$ cat config.mk
export PLATFORM = sky130hd
export DESIGN_NAME = game_timer_ctrl
export DESIGN_NICKNAME = d
export VERILOG_FILES = /design/src/rtl/game_timer_ctrl.sv
export SDC_FILE = /design/constraint.sdc
export NUM_CORES = 1
export LEC_CHECK = 0
export ABC_AREA = 1
export CAP_MARGIN = 20
export CORE_ASPECT_RATIO = 0.5
export CORE_UTILIZATION = 60
export CTS_CLUSTER_DIAMETER = 100
export DETAILED_ROUTE_END_ITERATION = 7
export PLACE_DENSITY_LB_ADDON = 0.15
export SLEW_MARGIN = 10
export SYNTH_ARGS = -nofsm -noshare
export SYNTH_HDL_FRONTEND = slang
export SYNTH_SLANG_ARGS = --single-unit
$ cat constraint.sdc
create_clock -name clk -period 10.7 [get_ports clk]
set_input_delay 1.605 -clock clk [delete_from_list [all_inputs] [get_ports clk]]
set_output_delay 1.605 -clock clk [all_outputs]
set_load 0.03 [all_outputs]
$ cat src/rtl/game_timer_ctrl.sv
// Round sequencer between the game FSM and the stopwatch: issues start/pause/stop
// pulses, enforces the round time limit, and keeps final and best winning times.
module game_timer_ctrl #(
    parameter int unsigned TIME_LIMIT_S = 600,
    parameter int unsigned HOLDOFF      = 2
) (
    input  logic       clk,
    input  logic       rst,
    input  logic       game_start,
    input  logic       pause_req,
    input  logic       game_won,
    input  logic       abort,
    input  logic       clear_best,
    input  logic [5:0] sw_minutes,
    input  logic [5:0] sw_seconds,
    output logic       sw_start,
    output logic       sw_pause,
    output logic       sw_stop,
    output logic [1:0] state_out,
    output logic [1:0] result,
    output logic [5:0] final_min,
    output logic [5:0] final_sec,
    output logic [5:0] best_min,
    output logic [5:0] best_sec,
    output logic       best_valid,
    output logic       new_record
);

    typedef enum logic [1:0] {
        IDLE     = 2'b00,
        RUNNING  = 2'b01,
        PAUSED   = 2'b10,
        FINISHED = 2'b11
    } state_t;

    localparam int unsigned HW = (HOLDOFF < 1) ? 1 : $clog2(HOLDOFF + 1);
    localparam logic [11:0] LIMIT = 12'(TIME_LIMIT_S);

    state_t        state_q;
    logic [HW-1:0] holdoff_q;
    logic          sw_start_q, sw_pause_q, sw_stop_q;
    logic [1:0]    result_q;
    logic [5:0]    final_min_q, final_sec_q, best_min_q, best_sec_q;
    logic          best_valid_q, new_record_q;

    logic [11:0]   elapsed_d, best_elapsed_d;
    logic          timeout_d, record_d;

    assign elapsed_d      = 12'(sw_minutes) * 12'd60 + 12'(sw_seconds);
    assign best_elapsed_d = 12'(best_min_q) * 12'd60 + 12'(best_sec_q);
    assign timeout_d      = (holdoff_q == '0) && (elapsed_d >= LIMIT);
    // A coincident clear_best wipes the old record first, so the win always counts.
    assign record_d       = !best_valid_q || clear_best || (elapsed_d < best_elapsed_d);

    always_ff @(posedge clk or posedge rst) begin
        if (rst) begin
            state_q      <= IDLE;
            holdoff_q    <= '0;
            sw_start_q   <= 1'b0;
            sw_pause_q   <= 1'b0;
            sw_stop_q    <= 1'b0;
            result_q     <= 2'b00;
            final_min_q  <= '0;
            final_sec_q  <= '0;
            best_min_q   <= '0;
            best_sec_q   <= '0;
            best_valid_q <= 1'b0;
            new_record_q <= 1'b0;
        end else begin
            sw_start_q <= 1'b0;
            sw_pause_q <= 1'b0;
            sw_stop_q  <= 1'b0;
            if (clear_best) begin
                best_valid_q <= 1'b0;
                best_min_q   <= '0;
                best_sec_q   <= '0;
            end
            case (state_q)
                IDLE, FINISHED: begin
                    if (game_start) begin
                        state_q      <= RUNNING;
                        sw_start_q   <= 1'b1;
                        result_q     <= 2'b00;
                        new_record_q <= 1'b0;
                        final_min_q  <= '0;
                        final_sec_q  <= '0;
                        holdoff_q    <= HW'(HOLDOFF);
                    end
                end
                RUNNING: begin
                    if (holdoff_q != '0)
                        holdoff_q <= holdoff_q - 1'b1;
                    if (abort || game_won || timeout_d) begin
                        state_q     <= FINISHED;
                        sw_stop_q   <= 1'b1;
                        final_min_q <= sw_minutes;
                        final_sec_q <= sw_seconds;
                        if (abort)
                            result_q <= 2'b11;
                        else if (game_won) begin
                            result_q <= 2'b01;
                            if (record_d) begin
                                best_min_q   <= sw_minutes;
                                best_sec_q   <= sw_seconds;
                                best_valid_q <= 1'b1;
                                new_record_q <= 1'b1;
                            end
                        end else
                            result_q <= 2'b10;
                    end else if (pause_req) begin
                        state_q    <= PAUSED;
                        sw_pause_q <= 1'b1;
                    end
                end
                PAUSED: begin
                    if (abort) begin
                        state_q     <= FINISHED;
                        sw_stop_q   <= 1'b1;
                        result_q    <= 2'b11;
                        final_min_q <= sw_minutes;
                        final_sec_q <= sw_seconds;
                    end else if (pause_req) begin
                        state_q    <= RUNNING;
                        sw_start_q <= 1'b1;
                    end
                end
                default: state_q <= IDLE;
            endcase
        end
    end

    assign sw_start   = sw_start_q;
    assign sw_pause   = sw_pause_q;
    assign sw_stop    = sw_stop_q;
    assign state_out  = state_q;
    assign result     = result_q;
    assign final_min  = final_min_q;
    assign final_sec  = final_sec_q;
    assign best_min   = best_min_q;
    assign best_sec   = best_sec_q;
    assign best_valid = best_valid_q;
    assign new_record = new_record_q;

endmodule

### After elaboration in Yosys (flattened, before gate mapping)

Index checks and enable logic that the tools add are counted.
W data, S select, Z words.

* add/subtract/negate cells: 3
* multipliers: 2
* magnitude comparators: 2
* equality and inequality tests: 12
* muxes and demuxes: 55
* reductions and logical operators: 15

Operators with widths (number)
* $mux W6: 17
* $pmux W6 S3: 2
* $add A12 B6 Y12: 2
* $mux W2: 12
* $mul A6 B4 Y10 const B: 2
* $mux W1: 18
* $ne A2 B2 Y1 const B: 7
* $ge A12 B10 Y1 const B: 1
* $lt A12 B12 Y1: 1
* $pmux W2 S3: 2
* $reduce_and A3 Y1: 3
* $ne A3 B3 Y1 const B: 2
* $pmux W1 S2: 3
* $reduce_and A6 Y1: 1
* $eq A2 B2 Y1 const B: 2
* $logic_not A2 Y1: 2
* $logic_or A1 B1 Y1: 4
* $pmux W2 S2: 1
* $reduce_bool A2 Y1: 2
* $eq A2 B1 Y1 const B: 1
* $reduce_or A2 Y1: 1
* $sub A2 B1 Y2 const B: 1
* $logic_and A1 B1 Y1: 1
* $logic_not A1 Y1: 1

* register bits: 35
* input port bits: 19
* output and inout bits: 33
* word-level logic and storage cells: 101

### Logic depth before layout (Yosys ltp)

* word-level depth: 9
* gate-level depth with buffers: 27
* depth with buffers taken out: 26

### Least setup slack after synthesis

OpenSTA, ideal clock, no wires.

* path kind: input to register
* from: input port sw_minutes[0]
* to: register best_min_q[1] (netlist: best_min[1])
* setup time: 120 ps
* arrival: 5462 ps
* data required time: 10580 ps
* setup slack: 5119 ps
* stages: 26
* buffers on the path: 1
* cells stage by stage: fa_1 > fa_1 > inv_1 > fa_1 > inv_1 > ha_1 > nand2_1 > nor2_1 > nor2_1 > nor2_1 > nand3_1 > inv_1 > nand3b_1 > nand2_1 > inv_1 > ha_1 > nand2_1 > nor2_1 > a21oi_1 > a21oi_1 > nor2_1 > nand2_1 > clkbuf_1 > o21ai_0 > o21ai_0 > inv_1

* word-level cells in the longest chain between the ends: 9
* elaborated cells between the ends (all ways): 12
* classes of those cells: 1 x add/sub; 1 x mul; 2 x order compare; 5 x mux; 3 x reduce/logical

Ends and longest elaborated chain
* start: declaration: line 14 `input logic [5:0] sw_minutes,`
* $mul A6 B4 Y10 (*): line 49 `assign elapsed_d = 12'(sw_minutes) * 12'd60 + 12'(sw_seconds);`
* $add A12 B6 Y12 (*): line 49
* $lt A12 B12 Y1: line 53 `assign record_d = !best_valid_q || clear_best || (elapsed_d < best_elapsed_d);`
* $logic_or A1 B1 Y1: line 53
* $mux W6: line 102 `if (record_d) begin`
* $mux W6: line 100 `else if (game_won) begin`
* $mux W6: line 98 `if (abort)`
* $mux W6 (*): line 93 `if (abort || game_won || timeout_d) begin`
* $mux W6 (*): line 78 `case (state_q)`
* end signal: assignment: line 103 `best_min_q <= sw_minutes;`
* end: declaration: line 43 `logic [5:0] final_min_q, final_sec_q, best_min_q, best_sec_q;`

Every way passes the cells marked *; elsewhere a longest branch is shown, timed or not.
A chain may end at the register's enable or synchronous reset.

### Worst setup path in the final report

* from: input port sw_minutes[0]
* to: register best_sec_q[1] (netlist: best_sec[1])

* word-level cells in the longest chain between the ends: 9
* elaborated cells between the ends (all ways): 12
* classes of those cells: 1 x add/sub; 1 x mul; 2 x order compare; 5 x mux; 3 x reduce/logical

Ends and longest elaborated chain
* $mul A6 B4 Y10 (*): line 49
* $add A12 B6 Y12 (*): line 49
* $lt A12 B12 Y1: line 53
* $logic_or A1 B1 Y1: line 53
* $mux W6: line 102
* $mux W6: line 100
* $mux W6: line 98
* $mux W6 (*): line 93
* $mux W6 (*): line 78
* end signal: assignment: line 104 `best_sec_q <= sw_seconds;`
* end: declaration: line 43

Marked as above.

==> impl_metrics.json <==
{
  "r2r_end": "best_sec[1]",
  "tns_ns": 0,
  "worstSetupEndpointType": "flip-flop",
  "htreeDepth": 2,
  "fin_nets": 603,
  "clock.fmax_ghz": 0.152,
  "cts_made_buffers": 5,
  "postCtsSetupBuffers": 0,
  "grt_antenna_before_repair": 0,
  "finalPower_mw": 1.18,
  "critPathArrivalTime_ns": 6.76,
  "p_leak_nw": 2.28,
  "synth_top_area_cell": "dfrtp_1",
  "min_period_over_period_pct": 61.6,
  "synth_compound_area_share_pct": 8.12,
  "placed_cell_area_um2": 4150,
  "layout_common_cells": "nand2_1, inv_1, clkdlybuf4s50_1",
  "synthArstFlopShare_pct": 100,
  "row_count": 19,
  "max_slew_margin_pct": 61.7,
  "fin_area_um2": 4300,
  "setup_viol": 0,
  "vias": 3075,
  "routedWlPerCell_um": 13.6,
  "dp_hpwl_um": 6500,
  "grtUsageTotal_pct": 28.3,
  "critical_path.startpoint": "sw_minutes[0]",
  "synth_enable_flop_cells": 0,
  "synthXorXnorAreaFrac_pct": 3.67,
  "drt_wl_total_um": 7990,
  "dr.pass1.iters": 4,
  "start_kind": "input port",
  "synth-simple-area-share_pct": 24.9,
  "gp_congestion": 0.853,
  "synth_top_family_by_area": "adder cells",
  "syn-num-nets": 550,
  "ir_drop_uv": 223,
  "grt_pass1_vias": 3038,
  "antennaDiodeCount": 0,
  "maxSlewViolCount": 0,
  "hp-class": "flip-flop to flip-flop",
  "fin_worst_skew_ns": 0.00891,
  "outcome": "finished, final reports clean",
  "crit_end": "best_sec[1]",
  "grt_start_max_net_pins": 36,
  "rsz0062_at_grt": "no",
  "ys_ff_latch": 35,
  "gr-total-overflow": 0,
  "power.density_nw_per_um2": 273,
  "clockBufferDepth": 2,
  "drtAntennaViolNets": 0,
  "portBuffers": 51,
  "ios": 52,
  "cts-root-buf": "clkbuf_16",
  "syn_area_per_cell_um2": 7.72,
  "ys_warn_count": 0,
  "initial_utilization_pct": 63.7,
  "layout_commonest_cell": "nand2_1",
  "fin_util_pct": 76.7,
  "layout.cells.non_filler": 589,
  "die-area_um2": 6290,
  "synth_area_um2": 3580,
  "cts_resized": 0,
  "synth_ff_type": "dfrtp_1",
  "yosysUniqueCellTypes": 36,
  "synth_area_leaders": "dfrtp_1, ha_1, nand2_1",
  "insertion_delay_ns": 0.28,
  "finalHoldViolations": 0,
  "critPathKind": "input port to flip-flop",
  "cap_viol_max_count": 0,
  "synth_top_cell_area_share_pct": 24.5,
  "viasPerCell": 5.22,
  "yosysSeqAreaShare_pct": 24.5,
  "cts_tree": "done",
  "fp.dieH_um": 56.6,
  "ff2ff_path_depth": 21,
  "die_w_um": 111,
  "synth_mux_area_share_pct": 0,
  "hold_buffers": 0,
  "coreArea_um2": 5610,
  "synth_adder_area_share_pct": 28.0,
  "grt_pass1_wl_um": 14000,
  "initialDrtViolationCount": 164,
  "postSynthCellCount": 463,
  "rrSetupSlack_ns": 5.28,
  "clock-sinks": 35,
  "drc": 0,
  "rr_startpoint": "best_min[0]",
  "cp.required_ns": 10.87,
  "clk_pin_slew_ns": 0.06,
  "fin_crit_ns": 6.60,
  "placed_cells": 582,
  "drive_above_1_share_pct": 5.62,
  "area.growth.synth_to_final_pct": 20.4,
  "worstPathMaxFanout": 22,
  "tightest_slew_ns": 0.573
}
## where the power goes
| part | internal, mW | switching, mW |
|---|---|---|
| Clock | 0.109 | 0.0516 |
| Sequential | 0.182 | 0.0376 |
| Combinational | 0.309 | 0.488 |
## cell usage after synthesis (5+ instances only)
master	number
ha_1	48
dfrtp_1	35
xnor2_1	7
o21ai_0	23
nand2_2	9
nand3b_1	5
a21oi_1	25
inv_1	88
fa_1	20
nor2_1	21
nand2_1	107
xor2_1	8
nand3_1	33
## flip-flops by register name, indices dropped and copies added (netlist names)
name / cells
final_min: 6
sw_pause: 1
best_sec: 6
best_valid: 1
final_sec: 6
result: 2
state_out: 2
new_record: 1
best_min: 6
sw_stop: 1
sw_start: 1
holdoff_q: 2
## routing by layer
metal  track usage (%)  vias to the layer above  part of all wire [%]
met3              4.43                       18                   5.4
met1              38.8                     1429                    48
met2              46.3                       69                    44
met5                 0                        -                     0
met4              9.27                        0                   1.8
li1                  -                     1559                     -
## worst min path at each step
stage / from / endpoint / cells after the start / slack [ns]
4_1_cts: final_min[2] / final_min[2] / 2 / 0.48
2_1_floorplan: holdoff_q[1] / holdoff_q[1] / 2 / 0.51
3_3_place_gp: final_min[3] / final_min[3] / 2 / 0.46
6_report: final_min[2] / final_min[2] / 2 / 0.48
3_5_place_dp: final_sec[0] / final_sec[0] / 2 / 0.47
5_1_grt: final_min[2] / final_min[2] / 2 / 0.51
## critical path, cell delays in order
cell and delay [ns]:
clkdlybuf4s50_1 0.54, fa_1 0.57, fa_1 0.52, inv_1 0.06, fa_1 0.50, inv_1 0.04
ha_1 0.31, nand2_1 0.06, nor2_1 0.09, nor2_1 0.06, nor2_1 0.12, nand3_1 0.12
inv_1 0.07, nand3b_1 0.07, nand2_1 0.09, inv_1 0.05, ha_1 0.26, nand2_1 0.05
o21ai_0 0.19, a21oi_1 0.07, a21oi_1 0.33, nor2_1 0.15, nand2_1 0.46, o21ai_0 0.18
o21ai_0 0.12, inv_1 0.07
## stage by stage
stage / hold slack (ns) / setup slack [ns]
detailed placement: 0.471 / 3.86
CTS: 0.484 / 4.13
floorplan: 0.507 / 5.12
global route: 0.507 / 3.70
finish: 0.481 / 4.10
global placement: 0.464 / 4.17
## cells by family after synthesis
group	after synthesis
xor+xnor	15
compound gates	55
simple gates	192
buf+inv	98
fa+ha+maj	68
flops	35
## layout make-up
class                           instances  area, µm²
Clock buffer                            6        129
Clock inverter                          1       30.0
Fill cell                             426       1310
Inverter                               92        345
Multi-Input combinational cell        330       2310
Sequential cell                        35        876
Tap cell                               73       91.3
Timing Repair Buffer                   52        518
No activity file was read; power rests on OpenSTA's default activity.
